### src/rtl/icache_tag_pkg.sv
// Shared types and helpers for the icache tag RAM controller.
// Holds the controller state encoding, the default geometry of the tag RAM,
// the position of the valid bit and pack/unpack helpers for {valid, tag}
// words. The helpers work on a 32-bit scratch word and take the tag width as
// an argument, so a parameterised instance can reuse them without a
// package per geometry.
package icache_tag_pkg;

    // Default geometry: 64 sets, 6-bit tags, one valid bit on top.
    localparam int unsigned DEF_ADDR_WIDTH = 6;
    localparam int unsigned DEF_TAG_WIDTH  = 6;

    // The valid bit sits directly above the tag field.
    localparam int unsigned VALID_BIT      = DEF_TAG_WIDTH;
    localparam int unsigned DEF_DATA_WIDTH = VALID_BIT + 1;

    // Scratch widths used by the pack/unpack helpers.
    localparam int unsigned ENTRY_MAX_W = 32;
    localparam int unsigned TAG_MAX_W   = ENTRY_MAX_W - 1;

    // Controller states.
    typedef enum logic [1:0] {
        S_INIT  = 2'd0,
        S_FLUSH = 2'd1,
        S_IDLE  = 2'd2
    } state_e;

    // Build a {valid, tag} word; tag must already be zero-extended.
    function automatic logic [ENTRY_MAX_W-1:0] pack_entry(
        input logic                 valid,
        input logic [TAG_MAX_W-1:0] tag,
        input int unsigned          tag_w
    );
        logic [ENTRY_MAX_W-1:0] e;
        e           = ENTRY_MAX_W'(tag);
        e[5'(tag_w)] = valid;
        return e;
    endfunction

    // Extract the valid bit of a zero-extended tag RAM word.
    function automatic logic entry_valid(
        input logic [ENTRY_MAX_W-1:0] word,
        input int unsigned            tag_w
    );
        return word[5'(tag_w)];
    endfunction

    // Extract the tag field of a zero-extended tag RAM word.
    function automatic logic [TAG_MAX_W-1:0] entry_tag(
        input logic [ENTRY_MAX_W-1:0] word,
        input int unsigned            tag_w
    );
        logic [ENTRY_MAX_W-1:0] mask;
        mask = (ENTRY_MAX_W'(1) << tag_w) - ENTRY_MAX_W'(1);
        return TAG_MAX_W'(word & mask);
    endfunction

endpackage

### src/rtl/icache_tag_ctrl.sv
// Initiator-side controller for the L1.5 icache tag RAM.
// Arbitrates flush > refill > lookup onto a single-port tag RAM, returns a
// registered-latency hit/miss result per lookup and runs an invalidation
// sweep of every set after reset and on each flush request.
//
// Ports:
//   clk, rst            clock, asynchronous active-high reset
//   lookup_*            fetch-side lookup: req/index/tag in, gnt/rvalid/hit out
//   refill_*            refill tag write: req/index/tag in, gnt out
//   flush_req_i         level request to invalidate all sets (ignored while busy)
//   flush_done_o        one-cycle pulse in the first IDLE cycle after a sweep
//   busy_o              high across INIT, FLUSH and the sweep-done cycle
//   tag_req_o/write_o/addr_o/wdata_o, tag_rdata_i   tag RAM port
module icache_tag_ctrl
    import icache_tag_pkg::*;
#(
    parameter int unsigned ADDR_WIDTH = DEF_ADDR_WIDTH,
    parameter int unsigned TAG_WIDTH  = DEF_TAG_WIDTH,
    parameter int unsigned DATA_WIDTH = TAG_WIDTH + 1
) (
    input  logic                  clk,
    input  logic                  rst,

    input  logic                  lookup_req_i,
    input  logic [ADDR_WIDTH-1:0] lookup_index_i,
    input  logic [TAG_WIDTH-1:0]  lookup_tag_i,
    output logic                  lookup_gnt_o,
    output logic                  lookup_rvalid_o,
    output logic                  lookup_hit_o,

    input  logic                  refill_req_i,
    input  logic [ADDR_WIDTH-1:0] refill_index_i,
    input  logic [TAG_WIDTH-1:0]  refill_tag_i,
    output logic                  refill_gnt_o,

    input  logic                  flush_req_i,
    output logic                  flush_done_o,
    output logic                  busy_o,

    output logic                  tag_req_o,
    output logic                  tag_write_o,
    output logic [ADDR_WIDTH-1:0] tag_addr_o,
    output logic [DATA_WIDTH-1:0] tag_wdata_o,
    input  logic [DATA_WIDTH-1:0] tag_rdata_i
);

    localparam logic [ADDR_WIDTH-1:0] CNT_MAX = '1;

    state_e                  state_q, state_d;
    logic [ADDR_WIDTH-1:0]   cnt_q, cnt_d;
    logic                    busy_q, busy_d;
    logic                    flush_done_q, flush_done_d;
    logic                    rvalid_q, rvalid_d;
    logic [TAG_WIDTH-1:0]    ltag_q, ltag_d;

    // Next-state, arbitration and tag RAM drive.
    always_comb begin
        state_d      = state_q;
        cnt_d        = cnt_q;
        flush_done_d = 1'b0;
        lookup_gnt_o = 1'b0;
        refill_gnt_o = 1'b0;
        tag_req_o    = 1'b0;
        tag_write_o  = 1'b0;
        tag_addr_o   = '0;
        tag_wdata_o  = '0;

        case (state_q)
            S_INIT: begin
                // RAM contents are undefined; sweep before serving anyone.
                state_d = S_FLUSH;
                cnt_d   = '0;
            end

            S_FLUSH: begin
                tag_req_o   = 1'b1;
                tag_write_o = 1'b1;
                tag_addr_o  = cnt_q;
                cnt_d       = cnt_q + ADDR_WIDTH'(1);
                if (cnt_q == CNT_MAX) begin
                    state_d      = S_IDLE;
                    flush_done_d = 1'b1;
                end
            end

            S_IDLE: begin
                if (flush_req_i) begin
                    state_d = S_FLUSH;
                    cnt_d   = '0;
                end else if (refill_req_i && !rst) begin
                    refill_gnt_o = 1'b1;
                    tag_req_o    = 1'b1;
                    tag_write_o  = 1'b1;
                    tag_addr_o   = refill_index_i;
                    tag_wdata_o  = DATA_WIDTH'(pack_entry(1'b1, TAG_MAX_W'(refill_tag_i), TAG_WIDTH));
                end else if (lookup_req_i && !rst) begin
                    lookup_gnt_o = 1'b1;
                    tag_req_o    = 1'b1;
                    tag_addr_o   = lookup_index_i;
                end
            end

            default: begin
                state_d = S_INIT;
                cnt_d   = '0;
            end
        endcase

        // Busy stays up through the cycle that reports sweep completion.
        busy_d   = (state_d != S_IDLE) || (state_q != S_IDLE);
        rvalid_d = lookup_gnt_o;
        ltag_d   = lookup_gnt_o ? lookup_tag_i : ltag_q;
    end

    // State and output registers.
    always_ff @(posedge clk or posedge rst) begin
        if (rst) begin
            state_q      <= S_INIT;
            cnt_q        <= '0;
            busy_q       <= 1'b1;
            flush_done_q <= 1'b0;
            rvalid_q     <= 1'b0;
            ltag_q       <= '0;
        end else begin
            state_q      <= state_d;
            cnt_q        <= cnt_d;
            busy_q       <= busy_d;
            flush_done_q <= flush_done_d;
            rvalid_q     <= rvalid_d;
            ltag_q       <= ltag_d;
        end
    end

    // Hit compare against the RAM word returned in the rvalid cycle.
    always_comb begin
        logic [ENTRY_MAX_W-1:0] rd_word;
        rd_word      = ENTRY_MAX_W'(tag_rdata_i);
        lookup_hit_o = rvalid_q
                     & entry_valid(rd_word, TAG_WIDTH)
                     & (TAG_WIDTH'(entry_tag(rd_word, TAG_WIDTH)) == ltag_q);
    end

    assign lookup_rvalid_o = rvalid_q;
    assign flush_done_o    = flush_done_q;
    assign busy_o          = busy_q;

endmodule

### config.mk
export PLATFORM = sky130hd
export DESIGN_NAME = icache_tag_ctrl
export DESIGN_NICKNAME = d
export VERILOG_FILES = /design/src/rtl/icache_tag_pkg.sv /design/src/rtl/icache_tag_ctrl.sv
export SDC_FILE = /design/constraint.sdc
export NUM_CORES = 1
export LEC_CHECK = 0
export CAP_MARGIN = 20
export CORE_MARGIN = 3
export CORE_UTILIZATION = 40
export CTS_CLUSTER_DIAMETER = 200
export DETAILED_ROUTE_END_ITERATION = 12
export HOLD_SLACK_MARGIN = 0.15
export PLACE_DENSITY = 0.79
export RECOVER_POWER = 25
export SYNTH_ARGS = -nofsm -noshare
export SYNTH_HDL_FRONTEND = slang
export SYNTH_SLANG_ARGS = --single-unit
### constraint.sdc
create_clock -name clk -period 1.8 [get_ports clk]
set_input_delay 0.36 -clock clk [delete_from_list [all_inputs] [get_ports clk]]
set_output_delay 0.36 -clock clk [all_outputs]
set_load 0.01 [all_outputs]
* Word level (Yosys, flattened, before mapping)
Cells that the tools add are included.
** Word-level totals
- Register bits after elaboration :: 17
- Bits of input ports :: 36
- Output and inout port bits :: 21
- Logic and storage cells :: 46
** Operators by class
- Add/subtract/negate cells :: 1
- Equal/unequal tests :: 7
- Multiplexer cells :: 25
- Bitwise operators :: 2
- Reductions and logical operators :: 5
** Operators with widths (number)
- $mux 6 :: 4
- $pmux 6 s2 :: 2
- $mux 7 :: 3
- $mux 1 :: 11
- $add 6x1->6 const B :: 1
- $eq 6x6->1 :: 1
- $eq 6x6->1 const B :: 1
- $ne 2x2->1 const B :: 3
- $pmux 2 s3 :: 1
- $mux 2 :: 2
- $pmux 1 s2 :: 2
- $and 1x1->1 :: 2
- $eq 2x1->1 const B :: 1
- $eq 2x2->1 const B :: 1
- $logic_and 1x1->1 :: 2
- $logic_not 2->1 :: 1
- $logic_not 1->1 :: 1
- $logic_or 1x1->1 :: 1

* Depth between registers and ports, before layout
- Depth after elaboration :: 6
- Gate-level depth with buffers :: 6
- Depth with buffers taken out :: 5

* Worst setup path before layout
No wires, ideal clock.
- Path kind :: register -> output
- From :: register state_q[0]
- To :: output tag_addr_o[5]
- Arrival :: 1.467 ns
- Data required time :: 1.440 ns
- Path slack :: -0.027 ns
- Stages on the path, launching flop included :: 6
- Path buffers :: 0
- Cells stage by stage :: dfrtp_1 inv_1 ha_1 nor3b_2 nand3b_2 o21ai_0
** On the way
- Longest elaborated chain between the ends :: 2
- Elaborated cells on any way between the ends :: 3
- Those cells by class :: 2 x eq/ne; 1 x mux
** Ends and longest elaborated chain
- from (decl) :: RTL line icache_tag_ctrl.sv:49 : state_e state_q, state_d;
- from (signal assigned) :: RTL line icache_tag_ctrl.sv:125 : state_q <= state_d;
- $eq 2x2->1 / $eq 2x1->1 (equally long branches) :: RTL line icache_tag_ctrl.sv:68 : case (state_q)
- $pmux 6 s2 (*) :: RTL line icache_tag_ctrl.sv:68
- to (decl) :: RTL line icache_tag_ctrl.sv:42 : output logic [ADDR_WIDTH-1:0] tag_addr_o,
Mark *: on every way between the ends. The rest lies on a longest branch, timed or not.

* Worst setup path after layout
- From :: register state_q[0]
- To :: output tag_wdata_o[3]
** On the way
- Longest elaborated chain between the ends :: 2
** Ends and longest elaborated chain
- $eq 2x2->1 :: RTL line icache_tag_ctrl.sv:68
- $mux 7 :: RTL line icache_tag_ctrl.sv:68
- to (decl) :: RTL line icache_tag_ctrl.sv:43 : output logic [DATA_WIDTH-1:0] tag_wdata_o,
Every way passes these cells.

==> results.md <==
* Max Cap Viol at 0
* Status: finished, violations left
* Top post-synthesis cells by area: dfrtp_1 (36%), mux2_2 (6.0%), nand3_1 (5.8%)
* Slowest CP cell: dfrtp_1
* Distinct cells, synth at 34
* Crit path cell chain: inv_2, ha_4, nor4bb_4, buf_4, buf_6, buf_6, and2_4, buf_6
* Hold worst-path end: busy_o
* WP data required at 1440 ps
* Total wire length at 3310 µm
* Hold Fails Final Rpt at 0
* GRT Resource Usage Total at 19.9%
* Peak supply drop at 475 µV
* Min-delay src: state_q[1]
* Final Cycle Share at 117%
* CP Capture Type: primary output
* Die width at 59 µm
* Antenna cells at 0
* Setup TNS at -4140 ps
* CTS Buf Count at 3
* Failing checks: setup timing
* HP Class: flip-flop to flip-flop
* Fin nets at 246
* Hold depth at 1
* Synth Net Count at 164
* Gpl congestion at 0.744
* Clock Skew at 7.35 ps
* Slew margin rel. at 39.6%
* Reg2reg setup slack at 60 ps
* Drt first pass iters at 4
* Number of H-tree levels at 1
* Crit path top cell by count: buf_6
* Initial antenna violation count at 0
* Synth area leader: dfrtp_1
* Maximum clock frequency at 473 MHz
* Post-layout min period at 2110 ps
* Final Setup Violations at 17
* Height of the die at 59 µm
* Number of top-level pins at 57
* Overflow after GRT at 0
* Clock Latency Late Sink at 280 ps
* Synthesized area per cell at 9.13 µm²
* Vias/cell at 5.35
* #FFs+latches synth at 17
* Max clock buf depth at 2
* Final setup margin at -312 ps
* Peak fanout along the critical path at 3
* RSZ-0062 raised after global routing: yes
* Root Buffer: clkbuf_4
* Yosys warns at 0
* Initial core utilization at 43.8%
* Worst setup SP type: flip-flop
* First-pass GRT wire length at 5510 µm
* # rows at 18
* Number of routed nets with antenna violations at 0
* Worst-Margin Slew at 906 ps
* Share of layout cells above drive strength 1 at 36.8%
* Critical path class: flip-flop to primary output
* Area delta synth->final at 78.8%
* DR WL/cell at 14.2 µm
* Clk pin slew, worst setup/hold paths at 90 ps
* Leak at 0.000988 µW
* Final core utilization at 78.3%
* CP Buf/Inv Count at 5
* Synth Instances at 123
* Drt first-iter violations at 22
* Critical Path Max Stage Delay at 410 ps
* DRC errors left at 0
* Synth top area share at 35.6%
* Vias in the first global route at 1,309
* Reg2Reg Launch Point: state_q[1]
* PwrDens at 667 nW/µm²
* Routed vias at 1,251
* Die area at 3480 µm²
* Final Max Tran Viols at 0
* CTS tree: yes
* Critical path's top delay family: buffers and inverters
* Reg2reg path depth at 7
* Crit Reg-Reg Endpoint: cnt_q[5]
* Detailed Place HPWL at 2360 µm
* Sinks on the clock net at 17
* Register area share after synthesis at 38.0%
* IO Port Bufs at 56
* Mapped Area at 1120 µm²
* Largest net degree at the start of global routing at 18
* CP arrival at 1750 ps
* WP depth at 8
* Core area at 2570 µm²
-- layout by cell type, fill, tap and decap left out, drive strengths merged, types with 2 or more instances in the layout --
master,Yosys,layout
dfrtp,16,16
and3,2,2
ha,5,5
nand2,11,11
a21oi,6,6
nand3,13,13
nor2b,2,2
and2,6,6
clkdlybuf4s50,0,35
nor3b,2,2
o211ai,2,2
dlygate4sd2,0,2
nand2b,2,2
o21ai,11,11
mux2,6,6
and3b,5,5
inv,5,5
o21a,4,4
xor2,2,2
clkbuf,4,5
nor4,2,2
xnor2,4,4
buf,3,45
-- flip-flops by register name, summed over array words and instances, names as in the netlist --
| register | cells |
|---|---|
| cnt_q | 6 |
| flush_done_o | 1 |
| busy_o | 1 |
| lookup_rvalid_o | 1 |
| ltag_q | 6 |
| state_q | 2 |
-- power breakdown --
group,internal [µW],leakage [µW],switching [µW]
registers,426,0.000225,47.0
logic,360,0.000748,318
clock network,85.8,0.0000150,104
-- synthesized netlist by cell type --
master and count:
o21a_1 4, xor2_1 2, nand3_1 13, nor3b_1 1, clkbuf_1 4, buf_2 1
buf_4 1, nand2_1 11, inv_1 5, o21ai_0 11, or4_1 1, nor4bb_1 1
o211ai_1 2, nand4_1 1, dfstp_2 1, buf_1 1, mux2_2 6, a21oi_1 6
and2_1 6, a211oi_1 1, nand2b_1 2, xnor2_1 4, and3b_1 5, nand4b_1 1
ha_1 5, nor4_1 2, or4b_1 1, nor3b_2 1, nand3b_2 1, a31oi_1 1
and3_1 2, dfrtp_1 16, nor2b_1 2, a311oi_1 1
-- final cells by class --
type | instances | area, µm²
inverters | 5 | 21.3
multi-input cells | 94 | 743
well taps | 30 | 37.5
clock buffers | 4 | 26.3
flip-flops and latches | 17 | 428
fillers | 172 | 558
repair buffers | 84 | 753
-- worst max path at each step --
stage / slack [ps] / to / from
after floorplan: -20 / tag_addr_o[0] / state_q[0]
after global placement: -590 / tag_wdata_o[3] / flush_req_i
after detailed placement: -660 / tag_wdata_o[3] / flush_req_i
after CTS: -330 / tag_write_o / state_q[0]
after global routing: -380 / tag_wdata_o[2] / state_q[0]
final: -310 / tag_wdata_o[3] / state_q[0]
-- what timing repair did --
action,CTS,global route
buffers inserted,14,2
hold buffers,0,0
pin swaps,14,8
gates resized for setup,110,14
gates cloned,0,0
setup endpoints to repair,18,25
-- layer usage --
layer  routed length (µm)  track usage, %  share of wire, %
met1                 1270            22.2                38
met2                 1600            37.7                48
met3                  428            5.45                13
met4                   15            3.56              0.45
met5                    0               0                 0
-- kinds of logic (layout without fill, tap and decap cells) --
group	Yosys count	after routing	share of synthesized area, %
buf+inv	12	93	4.45
xor+xnor	6	6	4.68
fa+ha+maj	5	5	5.57
flops	17	17	38.0
simple gates	51	51	27.7
compound gates	26	26	13.6
mux	6	6	6.01
-- worst reg2reg max path: cells and delay by family (launching register included) --
kind | cells | cell delay [ps]
DFF | 1 | 460
adders and majority gates | 1 | 220
and+or+nand+nor | 3 | 640
buffers and inverters | 3 | 370
-- through the flow --
| stage | std cells | power, µW | area [µm²] | setup WS [ps] | hold WS (ps) |
|---|---|---|---|---|---|
| floorplan | 123 | 765 | 1120 | -18.0 | 285 |
| global placement | 217 | 1090 | 1800 | -591 | 504 |
| detailed placement | 217 | 1120 | 1800 | -662 | 512 |
| CTS | 235 | 1310 | 1970 | -335 | 319 |
| global route | 234 | 1440 | 2010 | -380 | 547 |
| finish | 234 | 1340 | 2010 | -312 | 523 |
Power figures use the tool's default switching activity.
